File: src/rtl/dht11_sensor_emu_pkg.sv
// Shared definitions for the DHT11 sensor emulator and the host-side reader.
// Holds the FSM state encoding, the default protocol timing in microseconds,
// and the frame checksum helper.
package dht11_sensor_emu_pkg;

    typedef enum logic [2:0] {
        StIdle,
        StLowMeas,
        StRespWait,
        StRespLow,
        StRespHigh,
        StBitLow,
        StBitHigh,
        StEndLow
    } state_t;

    // Default protocol timing, all in microseconds.
    localparam int unsigned DefClkPerUs   = 50;
    localparam int unsigned DefStartMinUs = 18000;
    localparam int unsigned DefRespDelayUs = 30;
    localparam int unsigned DefRespLowUs  = 80;
    localparam int unsigned DefRespHighUs = 80;
    localparam int unsigned DefBitLowUs   = 50;
    localparam int unsigned DefBit0HighUs = 26;
    localparam int unsigned DefBit1HighUs = 70;

    localparam int unsigned FrameBits = 40;

    // Byte sum is carried in 10 bits and truncated to 8; optional LSB flip
    // produces a deliberately bad checksum.
    function automatic logic [7:0] frame_csum(input logic [7:0] a,
                                              input logic [7:0] b,
                                              input logic [7:0] c,
                                              input logic [7:0] d,
                                              input logic       corrupt);
        logic [9:0] sum;
        sum = {2'b00, a} + {2'b00, b} + {2'b00, c} + {2'b00, d};
        return 8'(sum) ^ {7'b0000000, corrupt};
    endfunction

endpackage

File: src/rtl/dht11_sensor_emu_us_timer.sv
// Microsecond timebase: a prescaler counting 0..CLK_PER_US-1 and a 15-bit
// saturating microsecond counter.
//   clk   : system clock
//   rst   : synchronous active-high reset
//   clear : restart both prescaler and counter from zero
//   tick  : high on the prescaler terminal count (last cycle of each us)
//   count : whole microseconds elapsed since the last clear, saturating
module us_timer #(
    parameter int unsigned CLK_PER_US = 50
) (
    input  logic        clk,
    input  logic        rst,
    input  logic        clear,
    output logic        tick,
    output logic [14:0] count
);

    localparam int unsigned PreW = (CLK_PER_US > 1) ? $clog2(CLK_PER_US) : 1;
    localparam logic [PreW-1:0] PreTerm = PreW'(CLK_PER_US - 1);

    logic [PreW-1:0] presc_q;
    logic [14:0]     count_q;

    // Tick depends only on registered state so the FSM's clear (derived from
    // next-state) never forms a combinational loop through it.
    assign tick  = (presc_q == PreTerm);
    assign count = count_q;

    always_ff @(posedge clk) begin
        if (rst || clear) begin
            presc_q <= '0;
            count_q <= '0;
        end else if (tick) begin
            presc_q <= '0;
            if (count_q != 15'h7fff) begin
                count_q <= count_q + 15'd1;
            end
        end else begin
            presc_q <= presc_q + PreW'(1);
        end
    end

endmodule

File: src/rtl/dht11_sensor_emu.sv
// DHT11 sensor emulator: device end of the single-wire DHT11 protocol.
// Detects a host start pulse, then answers with the response preamble and a
// 40-bit frame {hum_int, hum_dec, tmp_int, tmp_dec, csum}, MSB first.
//   clk, rst            : system clock, synchronous active-high reset
//   dq_in               : raw (asynchronous) data-line level
//   dq_oe               : 1 = pull the line low, 0 = release
//   hum_*, tmp_*        : reading latched at start acceptance
//   bad_csum            : flip checksum LSB for the frame being latched
//   busy                : high from accepted start until frame end
//   frame_done          : one-cycle pulse when a frame completes
module dht11_sensor_emu
    import dht11_sensor_emu_pkg::*;
#(
    parameter int unsigned CLK_PER_US    = DefClkPerUs,
    parameter int unsigned START_MIN_US  = DefStartMinUs,
    parameter int unsigned RESP_DELAY_US = DefRespDelayUs,
    parameter int unsigned RESP_LOW_US   = DefRespLowUs,
    parameter int unsigned RESP_HIGH_US  = DefRespHighUs,
    parameter int unsigned BIT_LOW_US    = DefBitLowUs,
    parameter int unsigned BIT0_HIGH_US  = DefBit0HighUs,
    parameter int unsigned BIT1_HIGH_US  = DefBit1HighUs
) (
    input  logic       clk,
    input  logic       rst,
    input  logic       dq_in,
    output logic       dq_oe,
    input  logic [7:0] hum_int,
    input  logic [7:0] hum_dec,
    input  logic [7:0] tmp_int,
    input  logic [7:0] tmp_dec,
    input  logic       bad_csum,
    output logic       busy,
    output logic       frame_done
);

    logic        dq_meta, dq_s, dq_prev;
    state_t      state_q, state_d;
    logic        tmr_clear, tmr_tick;
    logic [14:0] tmr_count;
    logic [14:0] phase_len;
    logic        phase_done, start_ok, latch, shift_en;
    logic [39:0] shift_q;
    logic [5:0]  bit_cnt_q;
    logic        dq_oe_d, busy_d, frame_done_d;

    // Two-flop synchronizer plus one delayed copy for falling-edge detection.
    // Reset to the idle-high bus level so reset itself never looks like a start.
    always_ff @(posedge clk) begin
        if (rst) begin
            dq_meta <= 1'b1;
            dq_s    <= 1'b1;
            dq_prev <= 1'b1;
        end else begin
            dq_meta <= dq_in;
            dq_s    <= dq_meta;
            dq_prev <= dq_s;
        end
    end

    // Every state entry restarts the timebase.
    assign tmr_clear = (state_d != state_q);

    us_timer #(
        .CLK_PER_US(CLK_PER_US)
    ) u_us_timer (
        .clk  (clk),
        .rst  (rst),
        .clear(tmr_clear),
        .tick (tmr_tick),
        .count(tmr_count)
    );

    always_comb begin
        phase_len = 15'd1;
        case (state_q)
            StRespWait: phase_len = 15'(RESP_DELAY_US);
            StRespLow:  phase_len = 15'(RESP_LOW_US);
            StRespHigh: phase_len = 15'(RESP_HIGH_US);
            StBitLow:   phase_len = 15'(BIT_LOW_US);
            StBitHigh:  phase_len = shift_q[39] ? 15'(BIT1_HIGH_US) : 15'(BIT0_HIGH_US);
            StEndLow:   phase_len = 15'(BIT_LOW_US);
            default:    phase_len = 15'd1;
        endcase
    end

    // Phase ends on the last cycle of its final microsecond, so an N us phase
    // occupies exactly N * CLK_PER_US cycles.
    assign phase_done = tmr_tick && (tmr_count == phase_len - 15'd1);
    assign start_ok   = (tmr_count >= 15'(START_MIN_US));
    assign latch      = (state_q == StLowMeas) && dq_s && start_ok;
    assign shift_en   = (state_q == StBitHigh) && phase_done;

    // State and output registers.
    always_ff @(posedge clk) begin
        if (rst) begin
            state_q    <= StIdle;
            dq_oe      <= 1'b0;
            busy       <= 1'b0;
            frame_done <= 1'b0;
        end else begin
            state_q    <= state_d;
            dq_oe      <= dq_oe_d;
            busy       <= busy_d;
            frame_done <= frame_done_d;
        end
    end

    // Next-state logic.
    always_comb begin
        state_d = state_q;
        case (state_q)
            // Only a fresh high-to-low edge starts a measurement, so our own
            // END_LOW drive draining through the synchronizer is not a start.
            StIdle:     if (!dq_s && dq_prev) state_d = StLowMeas;
            StLowMeas:  if (dq_s) state_d = start_ok ? StRespWait : StIdle;
            StRespWait: if (phase_done) state_d = StRespLow;
            StRespLow:  if (phase_done) state_d = StRespHigh;
            StRespHigh: if (phase_done) state_d = StBitLow;
            StBitLow:   if (phase_done) state_d = StBitHigh;
            StBitHigh:  if (phase_done) state_d = (bit_cnt_q == 6'd1) ? StEndLow : StBitLow;
            StEndLow:   if (phase_done) state_d = StIdle;
            default:    state_d = StIdle;
        endcase
    end

    // Output decode from next-state, registered above.
    always_comb begin
        dq_oe_d      = (state_d == StRespLow) || (state_d == StBitLow) ||
                       (state_d == StEndLow);
        busy_d       = (state_d != StIdle) && (state_d != StLowMeas);
        frame_done_d = (state_q == StEndLow) && (state_d == StIdle);
    end

    // Frame shift register and bit counter.
    always_ff @(posedge clk) begin
        if (rst) begin
            shift_q   <= '0;
            bit_cnt_q <= '0;
        end else if (latch) begin
            shift_q   <= {hum_int, hum_dec, tmp_int, tmp_dec,
                          frame_csum(hum_int, hum_dec, tmp_int, tmp_dec, bad_csum)};
            bit_cnt_q <= 6'(FrameBits);
        end else if (shift_en) begin
            shift_q   <= {shift_q[38:0], 1'b0};
            bit_cnt_q <= bit_cnt_q - 6'd1;
        end
    end

endmodule

File: config.mk
export PLATFORM = sky130hd
export DESIGN_NAME = dht11_sensor_emu
export DESIGN_NICKNAME = d
export VERILOG_FILES = /design/src/rtl/dht11_sensor_emu_pkg.sv /design/src/rtl/dht11_sensor_emu_us_timer.sv /design/src/rtl/dht11_sensor_emu.sv
export SDC_FILE = /design/constraint.sdc
export NUM_CORES = 1
export LEC_CHECK = 0
export ABC_AREA = 1
export CAP_MARGIN = 30
export CORE_MARGIN = 5
export CORE_UTILIZATION = 30
export DETAILED_ROUTE_END_ITERATION = 8
export GPL_TIMING_DRIVEN = 0
export PLACE_DENSITY = 0.58
export SLEW_MARGIN = 20
export SYNTH_ARGS = -nofsm -noshare
export SYNTH_HDL_FRONTEND = slang
export SYNTH_SLANG_ARGS = --single-unit
export TNS_END_PERCENT = 1
File: constraint.sdc
create_clock -name clk -period 7.15 [get_ports clk]
set_clock_uncertainty 0.05 [all_clocks]
set_input_delay 1.43 -clock clk [delete_from_list [all_inputs] [get_ports clk]]
set_output_delay 1.43 -clock clk [all_outputs]
set_load 0.02 [all_outputs]
# --- Yosys cells after proc, flatten, opt, wreduce, memory -nomap -nowiden ---
# Cells that the tools add are included.
classes:
  n_addsub: 7
  n_mul: 0
  div: 0
  n_lt_le_gt_ge: 1
  eq_ne: 16
  n_shift: 0
  mux: 17
  bitwise_logic: 1
  n_reduce_logical: 20
ops:
  columns: ["cell", "count"]
  rows:
  - ["40-bit two-way mux", 2]
  - ["7-bit one-hot mux with 4 select lines", 1]
  - ["8-bit adder", 3]
  - ["3-bit two-way mux", 8]
  - ["3-bit one-hot mux with 8 select lines", 1]
  - ["3-bit equality test (second input constant)", 6]
  - ["15-bit by 1-bit adder with 15-bit output (second input constant)", 1]
  - ["15-bit equality test", 1]
  - ["15-bit greater-or-equal comparator (second input constant)", 1]
  - ["15-bit != test (second input constant)", 1]
  - ["15-bit by 1-bit subtractor with 15-bit output (second input constant)", 1]
  - ["6-bit two-way mux", 2]
  - ["3-bit by 2-bit equality test with 1-bit output (second input constant)", 3]
  - ["2-bit OR reduction", 4]
  - ["8-bit by 1-bit XOR with 8-bit output", 1]
  - ["1-bit logical AND", 7]
  - ["7-bit two-way mux", 1]
  - ["6-bit by 1-bit adder with 6-bit output (second input constant)", 1]
  - ["6-bit by 1-bit equality test with 1-bit output (second input constant)", 1]
  - ["6-bit equality test (second input constant)", 1]
  - ["3-bit zero test", 2]
  - ["6-bit by 1-bit subtractor with 6-bit output (second input constant)", 1]
  - ["2-bit two-way mux", 2]
  - ["3-bit by 1-bit equality test with 1-bit output (second input constant)", 1]
  - ["7 further kinds", 9]
totals:
  ff_bits: 76
  latchBits: 0
  mem_bits_rw: 0
  mem_bits_ro: 0
  inputBits: 36
  output_inout_bits: 3
  wordCells: 74
  mem_count: 0

# --- Depth between registers and ports, before layout ---
# Gate-level depths: netlist of run 1.
depth:
  word_depth: 11
  mapped_depth: 22
  depth_no_buf: 20

# --- Cells and area by module ---
# A second synthesis of run 1 with hierarchy kept.
hier_totals:
  cells_unflattened: 628
  hier_area_um2: 4538.1
modules_own_cells:
  columns: ["mod", "instances", "cells_per_inst", "area_each_um2", "seq_area_each_um2"]
  rows:
  - ["dht11_sensor_emu", 1, 458, 3372.0, 1101.1]
  - ["us_timer", 1, 170, 1166.1, 420.4]

# --- Least setup slack after synthesis of run 1 ---
# No wires, ideal clock.
synth_path:
  path_type: "in2reg"
  start: "input port hum_int[1]"
  end: "register shift_q[7]"
  setup_ns: 0.113
  arrival_ns: 4.026
  required_ns: 6.987
  setup_slack_ns: 2.961
  stages: 13
  cell_sequence: "fa_1 -> fa_1 -> ha_1 -> inv_1 -> fa_1 -> o21ai_0 -> a21o_1 -> a21oi_1 -> or2_2 -> nand3_1 -> o21ai_0 -> o21ai_1 -> inv_1"
synth_between:
  elab_chain_len: 5
synth_rtl:
  columns: ["element", "line_no", "rtl"]
  rows:
  - ["start, declared", "dht11_sensor_emu.sv:27", "input logic [7:0] hum_int,"]
  - ["8-bit adder (3 in a row)", "dht11_sensor_emu_pkg.sv:37", "sum = {2'b00, a} + {2'b00, b} + {2'b00, c} + {2'b00, d};"]
  - ["8-bit by 1-bit XOR with 8-bit output", "dht11_sensor_emu_pkg.sv:38", "return 8'(sum) ^ {7'b0000000, corrupt};"]
  - ["40-bit two-way mux", "dht11_sensor_emu.sv:139", "end else if (latch) begin"]
  - ["end signal, assigned", "dht11_sensor_emu.sv:140", "shift_q <= {hum_int, hum_dec, tmp_int, tmp_dec,"]
  - ["end signal, assigned", "dht11_sensor_emu.sv:144", "shift_q <= {shift_q[38:0], 1'b0};"]
  - ["end, declared", "dht11_sensor_emu.sv:42", "logic [39:0] shift_q;"]
# No other way between the ends.
# A chain may end at the register's enable or synchronous reset.

# --- Final worst setup path of run 1 ---
# Same ends and word-level chain as after synthesis.

==> results.ini, run 1 <==
[logic_synthesis]
synthAdderAreaFrac_pct=10.8
ys_seq_elements=76
synth_nets=678
ys_seq_area_share_pct=34.2
synthTopCellsByArea=dfxtp_1 (34%), nand2_1 (11%), nand3_1 (7.6%)
syn_area_um2=4450
yosys.area.top_type_share_pct=34.2
syn_avg_cell_area_um2=7.28
synth_xor_xnor_area_share_pct=4.52
yosys_warnings=0
ys_types=34
synth_compound_area_share_pct=14.0
syn_inst=612
yosys.area_share.simple_pct=28.4
synth_top_family_by_area=simple AND/OR/NAND/NOR gates
muxShareOfSynthArea_pct=0
synth_area_leader_cell=dfxtp_1

[route]
viasPerCell=5.01
dr.first_iter.drc_count=267
vias=4262
drtPass1Iterations=4
wirelength_um=11900
drc=0
post_drt_wl_per_cell_um=14.0
ant_nets=0

[global_routing]
antenna_found_initial=0
grt_pass1_wl_um=20000
use_met2_pct=22.1
grt_max_degree=14
grt_busiest_layer=met2
grt_overflow=0
track_usage_pct=13.9
use_met1_pct=17.7
grt_pass1_vias=4094
grt_use_met3_pct=3.47

[pwr]
total_power_mw=1.05
total_leakage_power_nw=2.16
ir_drop_uv=133
power.density_nw_per_um2=195

[setup_path]
ff2ff_setup_slack_ps=3520
crit_fanout=2
end_kind=register
r2r-end=u_us_timer.count[13]
crit-reg2reg-launch=state_q[2]
criticalPathCategory=input pin to register
worst-r2r-cell-count=19
crit_arrival_ps=4770
start_kind=input pin
critPathRequiredTime_ps=7340

[die]
dieArea_um2=17400
boundaryPins=39
start_util_pct=30.6
core-area_um2=14500
rows=44
die_w_um=132
die_y_um=132

[clock_network]
clock-root-buffer=clkbuf_16
path_clk_slew_ps=60
cts.path.max_buffers=2
cts-htree-levels=3
cts_sinks=76
post-cts-setup-buffers=0
ctsHoldBuffers=0
cts_buffers=9
clkLatencyLatePin_ps=350
post_cts_resize_count=0
cts_tree=built

[hold_path]
hold_end=dq_s
hp-class=register to register
hold_depth=1
hold_start=dq_meta

[finish]
final_area_um2=5390
diodes=0
nets=727
drive_gt1_share_pct=5.86
area_growth_pct=20.9

[sta]
slew_headroom_pct=59.5
finalCritPeriodShare_pct=64.1
hold_violations=0
min_period_ps=4580
tightestPinTransition_ps=602
finalSetupViolCount=0
fmax_mhz=218
setup_ws_ps=2570
rsz0062_at_grt=false
slew_viol_final=0
fin_setup_tns_ps=0

[run_status]
status=complete, no violations

[placed_design]
hpwl_um=9310
port_buffers=38
post-place-ws_ps=2230
dpl-instance-area_um2=5060
gp_congestion=0.910

[run]
cap_viol_max_count=0

[how the worst max path moves through the flow]
stage,slack (ps),end,cells past startpoint,startpoint
after floorplan,2960,shift_q[7],13,hum_int[1]
after global placement,2240,shift_q[7],14,hum_int[1]
after detailed placement,2230,shift_q[7],14,hum_int[1]
after CTS,2590,shift_q[7],14,hum_int[1]
after global routing,2360,shift_q[7],14,hum_int[1]
final,2570,shift_q[7],14,hum_int[1]
[flip-flops by register name (all words and copies together), names as in the netlist]
name                count
u_us_timer.count       15
dq_oe                   1
dq_s                    1
dq_meta                 1
state_q                 3
busy                    1
u_us_timer.presc_q      6
dq_prev                 1
frame_done              1
bit_cnt_q               6
shift_q                40
[area by class of cell]
| class | count | area, um2 |
|---|---|---|
| clock buffer | 12 | 267 |
| clock inverter | 4 | 55.1 |
| inverter | 66 | 248 |
| timing repair buffer | 38 | 380 |
| buffer | 24 | 114 |
| multi-input combinational | 446 | 2570 |
| fill | 1516 | 9150 |
| sequential | 76 | 1520 |
| tap | 184 | 230 |
[synth_stat cells]
cell type  instances
o311ai_1           1
inv_1             62
buf_2              7
nor2_4             3
a21o_1             1
nand3_2            1
xor2_1            12
o21ai_0           13
nor4_1             3
o211ai_1           4
nor3_1             6
o21ai_1            3
o221ai_1           1
nor3_4             1
o21bai_1           1
nand2_2            1
fa_1              14
or2_2              4
nand3_1           68
or2_0              1
nand2_1          129
ha_1              16
xnor2_1           11
a22oi_1           23
nand4_1           10
nor2_1            60
o41ai_1            1
a31oi_1           10
nand3b_1           1
buf_6              2
dfxtp_1           76
inv_2              4
clkbuf_1          15
a21oi_1           47
[layer usage]
| layer | vias up | part of all wire, % | wire length (um) |
|---|---|---|---|
| li1 | 2127 | - | - |
| met1 | 1992 | 46 | 5430 |
| met4 | 0 | 2.8 | 337 |
| met2 | 117 | 47 | 5540 |
| met5 | - | 0 | 0 |
| met3 | 26 | 5.0 | 592 |
[through the flow]
step / hold WS [ps] / instances / utilization, %
2_1_floorplan: 339 / 612 / -
3_3_place_gp: 344 / 834 / 34.8
3_5_place_dp: 342 / 834 / 34.8
4_1_cts: 368 / 850 / 37.1
5_1_grt: 400 / 850 / 37.1
6_report: 368 / 850 / 37.1
[power by group]
| group | switching, mW | internal, mW |
|---|---|---|
| clock network | 0.186 | 0.301 |
| registers | 0.00222 | 0.426 |
| logic | 0.0687 | 0.0648 |
[layout by cell type, fill, tap and decap left out, types with 2 or more instances in the layout]
master,synthesis,layout
nand2_1,129,129
dfxtp_1,76,76
nand3_1,68,68
inv_1,62,62
nor2_1,60,60
a21oi_1,47,47
clkdlybuf4s50_1,0,38
a22oi_1,23,23
ha_1,16,16
clkbuf_1,15,15
fa_1,14,14
o21ai_0,13,13
xor2_1,12,12
xnor2_1,11,11
nand4_1,10,10
a31oi_1,10,10
clkbuf_16,0,9
buf_2,7,7
nor3_1,6,6
inv_2,4,4
or2_2,4,4
o211ai_1,4,4
nor2_4,3,3
o21ai_1,3,3
nor4_1,3,3
clkbuf_8,0,3
buf_6,2,2
[logic make-up (layout without fill, tap and decap cells)]
logic type | count (synthesis) | after routing
XOR/XNOR | 23 | 23
flip-flops | 76 | 76
buffers and inverters | 90 | 144
AND/OR/NAND/NOR | 288 | 288
adder cells (fa/ha/maj) | 30 | 30
AO/OA/AOI/OAI | 105 | 105
[critical path: stages]
cell	delay, ps
clkdlybuf4s50_1	470
fa_1	560
fa_1	530
ha_1	170
inv_1	60
fa_1	390
o21ai_0	300
a21o_1	160
a21oi_1	60
or2_2	300
nand3_1	90
o21ai_0	100
o21ai_1	120
inv_1	40
No activity file was read; power rests on OpenSTA's default activity.
==> run 2, diff against run 1 <==
- PLACE_DENSITY: 0.58 -> 0.6
- clock period: 7.15 -> 3.91 ns (I/O delays scaled with it)
==> run 2 against run 1 <==
Compared with the run above:
- via count down 2.7%
- critical endpoint unchanged
- core utilization about the same
- worst hold slack better by 0.88 ps
- sequential power up 83%
- cell area up 0.12%
- global-route usage down 0.49 points
- first-iteration DRC count up 33%
- combinational power up 87%
- register-to-register slack worse by 3100 ps
- sequential share of layout area about the same
- flip-flop and latch count unchanged
- worst setup slack worse by 2400 ps
==> results.ini, run 2 (synthesized netlist as in run 1, its figures left out) <==
[route]
drtPass1Iterations=5  ; +1
dr.first_iter.drc_count=355  ; +33%
wirelength_um=11700  ; -2.0%
vias=4146  ; -2.7%
post_drt_wl_per_cell_um=13.7  ; -1.9%
drc=0  ; unchanged
viasPerCell=4.88  ; -2.6%
ant_nets=0  ; unchanged

[setup_path]
end_kind=register
crit_start=hum_int[1]
start_kind=input pin
critPathBufInv=3  ; unchanged
worstPathCellList=clkdlybuf4s50_1 > fa_1 > fa_1 > ha_1 > inv_1 > fa_2 > o21ai_2 > a21o_1 > a21oi_1 > or2_2 > nand3_1 > o21ai_0 > o21ai_1 > inv_1
slowest_stage=clkdlybuf4s50_1
crit_arrival_ps=3950  ; -820 ps
cpPeakStageDelay_ps=550  ; about the same
critPathRequiredTime_ps=4090  ; -3250 ps
cp_top_family=adder cells
crit-reg2reg-launch=state_q[2]
crit_fanout=2  ; unchanged
ff2ff_setup_slack_ps=430  ; -3090 ps
criticalPathCategory=input pin to register

[die]
die_y_um=132  ; unchanged
core-area_um2=14500  ; unchanged
die_w_um=132  ; unchanged
boundaryPins=39  ; unchanged
rows=44  ; unchanged
start_util_pct=30.6  ; unchanged
dieArea_um2=17400  ; unchanged

[pwr]
ir_drop_uv=171  ; +28%
total_leakage_power_nw=2.16  ; about the same
total_power_mw=1.93  ; +84%
power.density_nw_per_um2=358  ; +84%

[finish]
largest_register=shift_q
drive_gt1_share_pct=6.17  ; +0.31 points
diodes=0  ; unchanged
largest_reg_flops=40  ; unchanged
fin_util_pct=37.1  ; +0.043 points
mostFrequentLayoutCell=nand2_1
fillers=1568  ; +3.4%
layout_common_cells=nand2_1 (128), dfxtp_1 (76), nand3_1 (68)
nets=727  ; unchanged
area_growth_pct=21.1
stdcell_count=849  ; -0.12%

[global_routing]
antenna_found_initial=0  ; unchanged
grt_overflow=0  ; unchanged
grt_max_degree=13  ; -1
track_usage_pct=13.4  ; -0.49 points
grt_pass1_wl_um=19200  ; -3.9%
grt_pass1_vias=3919  ; -4.3%

[sta]
setup_ws_ps=145  ; -2420 ps
min_period_ps=3760
fin_setup_tns_ps=0  ; unchanged
slew_viol_final=0  ; unchanged
finalCritPeriodShare_pct=96.3
finalSetupViolCount=0  ; unchanged
tightestPinTransition_ps=595  ; -7.32 ps
fmax_mhz=266
rsz0062_at_grt=true
slew_headroom_pct=60.0  ; +0.49 points
hold_violations=0  ; unchanged

[placed_design]
hpwl_um=9010  ; -3.2%
port_buffers=38  ; unchanged
post-place-ws_ps=-414  ; -2640 ps
dp.cells=834  ; unchanged
gp_congestion=0.879  ; -3.5%

[clock_network]
cts_sinks=76  ; unchanged
path_clk_slew_ps=60  ; about the same
cts-htree-levels=3  ; unchanged
cts_buffers=9  ; unchanged
cts.path.max_buffers=2  ; unchanged
cts_tree=built
ctsHoldBuffers=0  ; unchanged
clock-root-buffer=clkbuf_16
clkLatencyLatePin_ps=340  ; about the same

[hold_path]
hold_start=dq_meta
hp-class=register to register

[run]
cap_viol_max_count=0  ; unchanged

[run_status]
status=complete, no violations

==> run 2: power breakdown <==
| group | switching, mW | total, mW | internal (mW) |
|---|---|---|---|
| Sequential | 0.00372 | 0.782 | 0.779 |
| Combinational | 0.129 | 0.249 | 0.120 |
| Clock | 0.324 | 0.897 | 0.573 |
==> run 2: area by class of cell <==
class                           count  area, um2  share of cell area, %
Buffer                             24        114                   2.11
Clock buffer                       11        243                   4.50
Clock inverter                      4       73.8                   1.37
Inverter                           66        248                   4.60
Multi-Input combinational cell    446       2580                   47.9
Sequential cell                    76       1520                   28.2
Tap cell                          184        230                   4.27
Timing Repair Buffer               38        380                   7.06
==> run 2: final timing paths <==
path                       to  depth (start not counted)
setup / recovery   shift_q[7]                         14
hold / removal           dq_s                          1
setup reg to reg  shift_q[15]                         19
hold reg to reg          dq_s                          1
==> run 2: per-layer routing <==
layer	global-route usage, %	vias to the layer above	wire, um
li1	-	2131	-
met1	17.5	1909	5550
met2	21.6	94	5330
met3	3.74	12	631
met4	3.83	0	154
met5	0	-	0
==> run 2: metrics by stage <==
| step | hold slack (ps) | cell area [um2] |
|---|---|---|
| detailed placement | 355 | 5060 |
| finish | 368 | 5390 |
| floorplan | 339 | 4450 |
| CTS | 371 | 5380 |
| global route | 393 | 5390 |
| global placement | 343 | 5060 |
==> run 2: worst reg2reg max path, stage by stage, from the launching register on <==
cell and delay [ps]:
dfxtp_1 290, buf_2 180, nand2_1 140, inv_1 90, nor2_1 160, ha_2 260, inv_1 110, nor2_1 190
ha_1 280, nand2_1 90, nand3_1 80, nor2_1 100, nand3_1 130, nor3_4 250, nand2_1 160, nor2_4 200
inv_2 110, clkbuf_1 250, nand3_1 130, a31oi_1 90
==> run 2: what timing repair did <==
item,4_1_cts,5_1_grt
setup buffers,0,0
resized for setup,1,4
setup endpoints to repair,1,14
endpoints found under the hold margin,0,0
pin swaps,0,1
